`src/rtl/pipeline_hazard_ctrl.sv`:
```
// pipeline_hazard_ctrl: stall/flush sequencer for the 5-stage pipeline.
// Resolves load-use hazards (one bubble per pair), freezes the front end
// while a multi-cycle ALU op occupies EX, flushes the wrong path on a taken
// branch, and counts stall cycles in a saturating counter.
// There is no valid/ready handshake in this block: every control output is a
// per-cycle level, valid in the same cycle as the inputs that produce it.
module pipeline_hazard_ctrl #(
  parameter int REG_W        = 6,
  parameter int MULTI_CYCLES = 4,
  parameter int CNT_W        = 16
) (
  input  logic             clk,
  input  logic             rst,
  input  logic [REG_W-1:0] idRs,
  input  logic [REG_W-1:0] idRt,
  input  logic             idUsesRs,
  input  logic             idUsesRt,
  input  logic             idMulti,
  input  logic [REG_W-1:0] exRd,
  input  logic             exMemRead,
  input  logic             branchTaken,
  input  logic             statClr,
  output logic             pcWrite,
  output logic             ifIdWrite,
  output logic             ifIdFlush,
  output logic             idExBubble,
  output logic             idExHold,
  output logic             exMemBubble,
  output logic             busy,
  output logic [CNT_W-1:0] stallCnt,
  output logic             dbgState,
  output logic [7:0]       dbgCnt
);

  typedef enum logic {RUN = 1'b0, BUSY = 1'b1} state_t;

  // Loading MULTI_CYCLES-1 and leaving on cnt==1 gives MULTI_CYCLES-1 frozen
  // cycles; the cycle that issued the op into EX is the first occupancy cycle.
  localparam logic [7:0] CNT_LOAD = 8'(MULTI_CYCLES - 1);
  localparam logic [CNT_W-1:0] CNT_MAX = {CNT_W{1'b1}};
  localparam logic [CNT_W-1:0] CNT_ONE = {{(CNT_W-1){1'b0}}, 1'b1};

  state_t     state, state_nxt;
  logic [7:0] cnt, cnt_nxt;
  logic       load_use;

  // Register 0 is hardwired zero, so a load targeting it never creates a hazard.
  assign load_use = exMemRead && (exRd != '0) &&
                    ((idUsesRs && (idRs == exRd)) || (idUsesRt && (idRt == exRd)));

  assign dbgState = (state == BUSY);
  assign dbgCnt   = cnt;

  // Next-state and Mealy control outputs; defaults let the pipeline advance.
  always_comb begin
    pcWrite     = 1'b1;
    ifIdWrite   = 1'b1;
    ifIdFlush   = 1'b0;
    idExBubble  = 1'b0;
    idExHold    = 1'b0;
    exMemBubble = 1'b0;
    busy        = 1'b0;
    state_nxt   = state;
    cnt_nxt     = cnt;
    if (rst) begin
      pcWrite   = 1'b0;
      ifIdWrite = 1'b0;
      state_nxt = RUN;
      cnt_nxt   = '0;
    end else begin
      case (state)
        RUN: begin
          if (branchTaken) begin
            // Wrong-path instructions in IF/ID and ID are squashed.
            ifIdFlush  = 1'b1;
            idExBubble = 1'b1;
          end else if (load_use) begin
            pcWrite    = 1'b0;
            ifIdWrite  = 1'b0;
            idExBubble = 1'b1;
          end else if (idMulti) begin
            state_nxt = BUSY;
            cnt_nxt   = CNT_LOAD;
          end
        end
        BUSY: begin
          if (branchTaken) begin
            ifIdFlush  = 1'b1;
            idExBubble = 1'b1;
            state_nxt  = RUN;
            cnt_nxt    = '0;
          end else begin
            pcWrite     = 1'b0;
            ifIdWrite   = 1'b0;
            idExHold    = 1'b1;
            exMemBubble = 1'b1;
            busy        = 1'b1;
            if (cnt == 8'd1) begin
              state_nxt = RUN;
              cnt_nxt   = '0;
            end else begin
              cnt_nxt = cnt - 8'd1;
            end
          end
        end
        default: begin
          state_nxt = RUN;
          cnt_nxt   = '0;
        end
      endcase
    end
  end

  // State and occupancy counter registers.
  always_ff @(posedge clk) begin
    if (rst) begin
      state <= RUN;
      cnt   <= '0;
    end else begin
      state <= state_nxt;
      cnt   <= cnt_nxt;
    end
  end

  // Saturating stall-cycle counter; clear wins over increment.
  always_ff @(posedge clk) begin
    if (rst || statClr) begin
      stallCnt <= '0;
    end else if (!pcWrite && (stallCnt != CNT_MAX)) begin
      stallCnt <= stallCnt + CNT_ONE;
    end
  end

endmodule

```
`config.mk`:
```
export PLATFORM = sky130hd
export DESIGN_NAME = pipeline_hazard_ctrl
export DESIGN_NICKNAME = d
export VERILOG_FILES = /design/src/rtl/pipeline_hazard_ctrl.sv
export SDC_FILE = /design/constraint.sdc
export NUM_CORES = 1
export LEC_CHECK = 0
export CORE_MARGIN = 10
export CORE_UTILIZATION = 43
export CTS_BUF_LIST = sky130_fd_sc_hd__clkbuf_8
export DETAILED_ROUTE_END_ITERATION = 6
export HOLD_SLACK_MARGIN = 0.02
export PLACE_DENSITY = 0.79
export SYNTH_ARGS = -nofsm -noshare
export SYNTH_HDL_FRONTEND = slang
export SYNTH_SLANG_ARGS = --single-unit
```
`constraint.sdc`:
```
create_clock -name clk -period 2.97 [get_ports clk]
set_clock_uncertainty 0.15 [all_clocks]
set_input_delay 0.594 -clock clk [delete_from_list [all_inputs] [get_ports clk]]
set_output_delay 0.594 -clock clk [all_outputs]
set_load 0.005 [all_outputs]
```
==> results.txt <==
----------------------------------------------------
[Global route]
  Initial antenna violation count ... 0
  Sum of overflow across all layers after global routing ... 0
  Maximum number of pins on one net before global-route repair ... 16
  Vias in the first global route ... 1,548
  GRT Util Overall ... 0.138
  Wire length of the first global-routing pass ... 7170 um

[Clock tree]
  Clk slew on worst S/H paths ... 0.09 ns
  Total clock buffers created by CTS ... 3
  Clock network latency to the later pin of the worst-skew pair ... 0.27 ns
  Number of clock sinks ... 25
  Clock tree root driver cell ... sky130_fd_sc_hd__clkbuf_8
  Buffers from clock root to sink, at most ... 2
  CTS Hold Bufs ... 0
  TritonCTS clock tree ... built
  H-tree level count ... 1

[Route]
  Remaining number of nets flagged by the antenna check after routing ... 0
  Vias ... 1,550
  Detail-routed via count per cell ... 5.36
  1st-iter DRT viols ... 73
  Total DRC errors in the routed layout ... 0
  First-pass DRT Iterations ... 4
  Final wirelength ... 4380 um
  Wire length per cell after detailed routing ... 15.1 um

[STA]
  Number of failing hold endpoints at the final stage ... 0
  Worst slew margin ... 0.702
  Setup repair after global routing missed its margin ... false
  Worst-Margin Slew ... 0.441 ns
  Maximum clock frequency ... 342 MHz
  Max Slew Vio Count ... 0
  Ratio of final minimum period to clock period ... 0.983
  Count of final setup violators ... 0
  Summed negative setup slack over all endpoints ... 0 ns
  Minimum clock period after layout ... 2.92 ns

[Worst setup path]
  List of cells traversed by the critical path ... dlygate4sd2_1 > or4_1 > o31a_1 > buf_6 > a21boi_4 > or2_4 > buf_6
  Critical Path Max Stage Delay ... 0.52 ns
  Arrival time of the worst setup path ... 2.18 ns
  Crit path kind ... input pin to output pin
  CP max FO ... 2
  Cell repeated most along the worst path ... sky130_fd_sc_hd__buf_6
  Critical Path RT ... 2.23 ns
  Largest delay contributor family on the critical path ... simple AND/OR/NAND/NOR gates
  Kind of end point of the critical path ... output pin
  WP buf/inv ... 3
  Slowest stage cell, crit path ... sky130_fd_sc_hd__or4_1
  Critical path launch point type ... input pin

[Final layout]
  Syn-to-layout area delta ... 49.2%
  Most frequent standard cell in the layout excluding fill and tap cells ... sky130_fd_sc_hd__clkdlybuf4s50_1
  Non-Filler Cell Area, Final ... 2230 um^2
  Highest-count cells in the layout ignoring fill and taps ... sky130_fd_sc_hd__clkdlybuf4s50_1, sky130_fd_sc_hd__dfxtp_1, sky130_fd_sc_hd__nor2_1, sky130_fd_sc_hd__xnor2_1, sky130_fd_sc_hd__buf_4
  Inserted Diodes ... 0
  # nets final ... 273
  Fraction of final layout cells with drive strength greater than 1 ... 0.156

[Pwr]
  Total power divided by cell area ... 326 nW/um^2
  Overall power of the completed layout ... 0.000727 W
  Worst vdd rail ir drop ... 0.000200 V
  Leak pwr ... 0.742 nW

[Place]
  Port-buffer cells ... 57
  Area of placed instances ... 2170 um^2
  Final weighted congestion of routability-driven global placement ... 0.815
  DP HPWL ... 3420 um

[Synth]
  Synth top area cells ... sky130_fd_sc_hd__dfxtp_1, sky130_fd_sc_hd__xnor2_1, sky130_fd_sc_hd__nor2_1, sky130_fd_sc_hd__nand2_1, sky130_fd_sc_hd__nor4_2
  Register area share after synthesis ... 0.335
  Average size of a mapped cell ... 8.50 um^2
  Area of the mapped netlist ... 1500 um^2
  Synthesis-stage register bit count ... 25
  Share of the synthesized area in the top cell type ... 0.335
  Yosys warning total ... 0
  Netlist cell types ... 43
  Cell type with the largest total area after synthesis ... sky130_fd_sc_hd__dfxtp_1
  Total nets after synthesis ... 205
  Number of instances in the synthesized netlist ... 176

[Floorplan]
  Die span in y ... 79.0 um
  Rows ... 21
  Floorplan Core Area ... 3340 um^2
  Area of the die ... 6240 um^2
  Ports placed on the boundary ... 58
  Die boundary width ... 79.0 um
  Initial Util ... 0.448

[Flow run]
  Count of maximum capacitance violations ... 0

[Outcome]
  Result of the run ... finished, final reports clean

[Hold path]
  Worst hold-check path type ... flip-flop to flip-flop

----------------------------------------------------
[worst register-to-register path, stage by stage (launching register included)]
cell and delay, ns:
sky130_fd_sc_hd__dfxtp_1 0.43, sky130_fd_sc_hd__nand4_1 0.22, sky130_fd_sc_hd__nor2_1 0.28, sky130_fd_sc_hd__and3_4 0.25
sky130_fd_sc_hd__a21o_1 0.34, sky130_fd_sc_hd__buf_4 0.22, sky130_fd_sc_hd__nor2_2 0.05, sky130_fd_sc_hd__xnor2_1 0.15
sky130_fd_sc_hd__nor2_1 0.05
[per-layer routing]
metal,vias to the layer above,global-route usage,wire length [um]
met5,-,0,0
met4,0,0.0430,84
met3,6,0.0462,265
met2,37,0.258,2360
met1,739,0.142,1660
li1,768,-,-
[sequential cells by signal (all words and copies together), names as in the netlist]
signal	cells
dbgState	1
dbgCnt	8
stallCnt	16
[per-stage QoR]
step	instances	utilization	setup WS [ns]	hold slack [ns]
4_1_cts	289	0.663	0.0308	0.370
2_1_floorplan	176	-	0.224	0.325
3_3_place_gp	283	0.649	-0.427	0.347
3_5_place_dp	283	0.649	-0.449	0.359
5_1_grt	289	0.669	0.00157	0.404
6_report	289	0.669	0.0496	0.368
[power breakdown]
group | switching [W] | total [W] | internal [W]
sequential | 0.00000966 | 0.000352 | 0.000342
clock | 0.000111 | 0.000207 | 0.0000951
combinational | 0.0000730 | 0.000169 | 0.0000960
total | 0.000194 | 0.000727 | 0.000533
[repair_timing]
| item | CTS | global route |
|---|---|---|
| endpoints found under the setup margin | 3 | 2 |
| pin swaps | 6 | 4 |
| resized for setup | 17 | 4 |
| buffers inserted | 3 | 0 |
| hold endpoints to repair | 0 | 0 |
[Yosys cell counts (all sizes together)]
master	count
a21boi	1
ha	3
buf	6
a31o	1
clkbuf	4
a311oi	5
o31ai	2
a21o	2
a21oi	8
a31oi	4
nand2b	4
nor2	25
dfxtp	25
o41ai	1
mux2i	1
nor4	6
nor4b	1
a211oi	1
nand4	5
xnor2	23
nand3	7
nor3	5
nand2	14
inv	5
o21ai	3
a41oi	3
or3	1
nor3b	1
o22ai	1
o31a	1
and3	1
or2	3
o21a	1
nor2b	1
or4	1
[logic make-up (layout without fill, tap and decap cells)]
group / Yosys count / in the layout / synth area share
and+or+nand+nor: 75 / 75 / 0.274
AOI/OAI and AO/OA: 34 / 34 / 0.172
DFF: 25 / 25 / 0.335
xor gates and xnor gates: 23 / 23 / 0.135
buffers and inverters: 15 / 82 / 0.0536
adders and majority gates: 3 / 3 / 0.0251
muxes: 1 / 1 / 0.00669
[cell type report]
class                      count  area, um^2
clock buffer                   3        41.3
clock inverter                 1        7.51
fill                         294        1110
inverter                       5        18.8
multi-input combinational    136         917
sequential                    25         500
tap                           46        57.6
timing repair buffer          73         688
[final timing paths]
kind	start	end	slack, ns	cells past startpoint
hold reg to reg	stallCnt[15]	stallCnt[15]	0.37	2
setup reg to reg	stallCnt[3]	stallCnt[0]	0.72	8
hold / removal	stallCnt[15]	stallCnt[15]	0.37	2
setup / recovery	exRd[2]	ifIdWrite	0.05	7
Note: power is estimated with default switching activity, not from simulation.
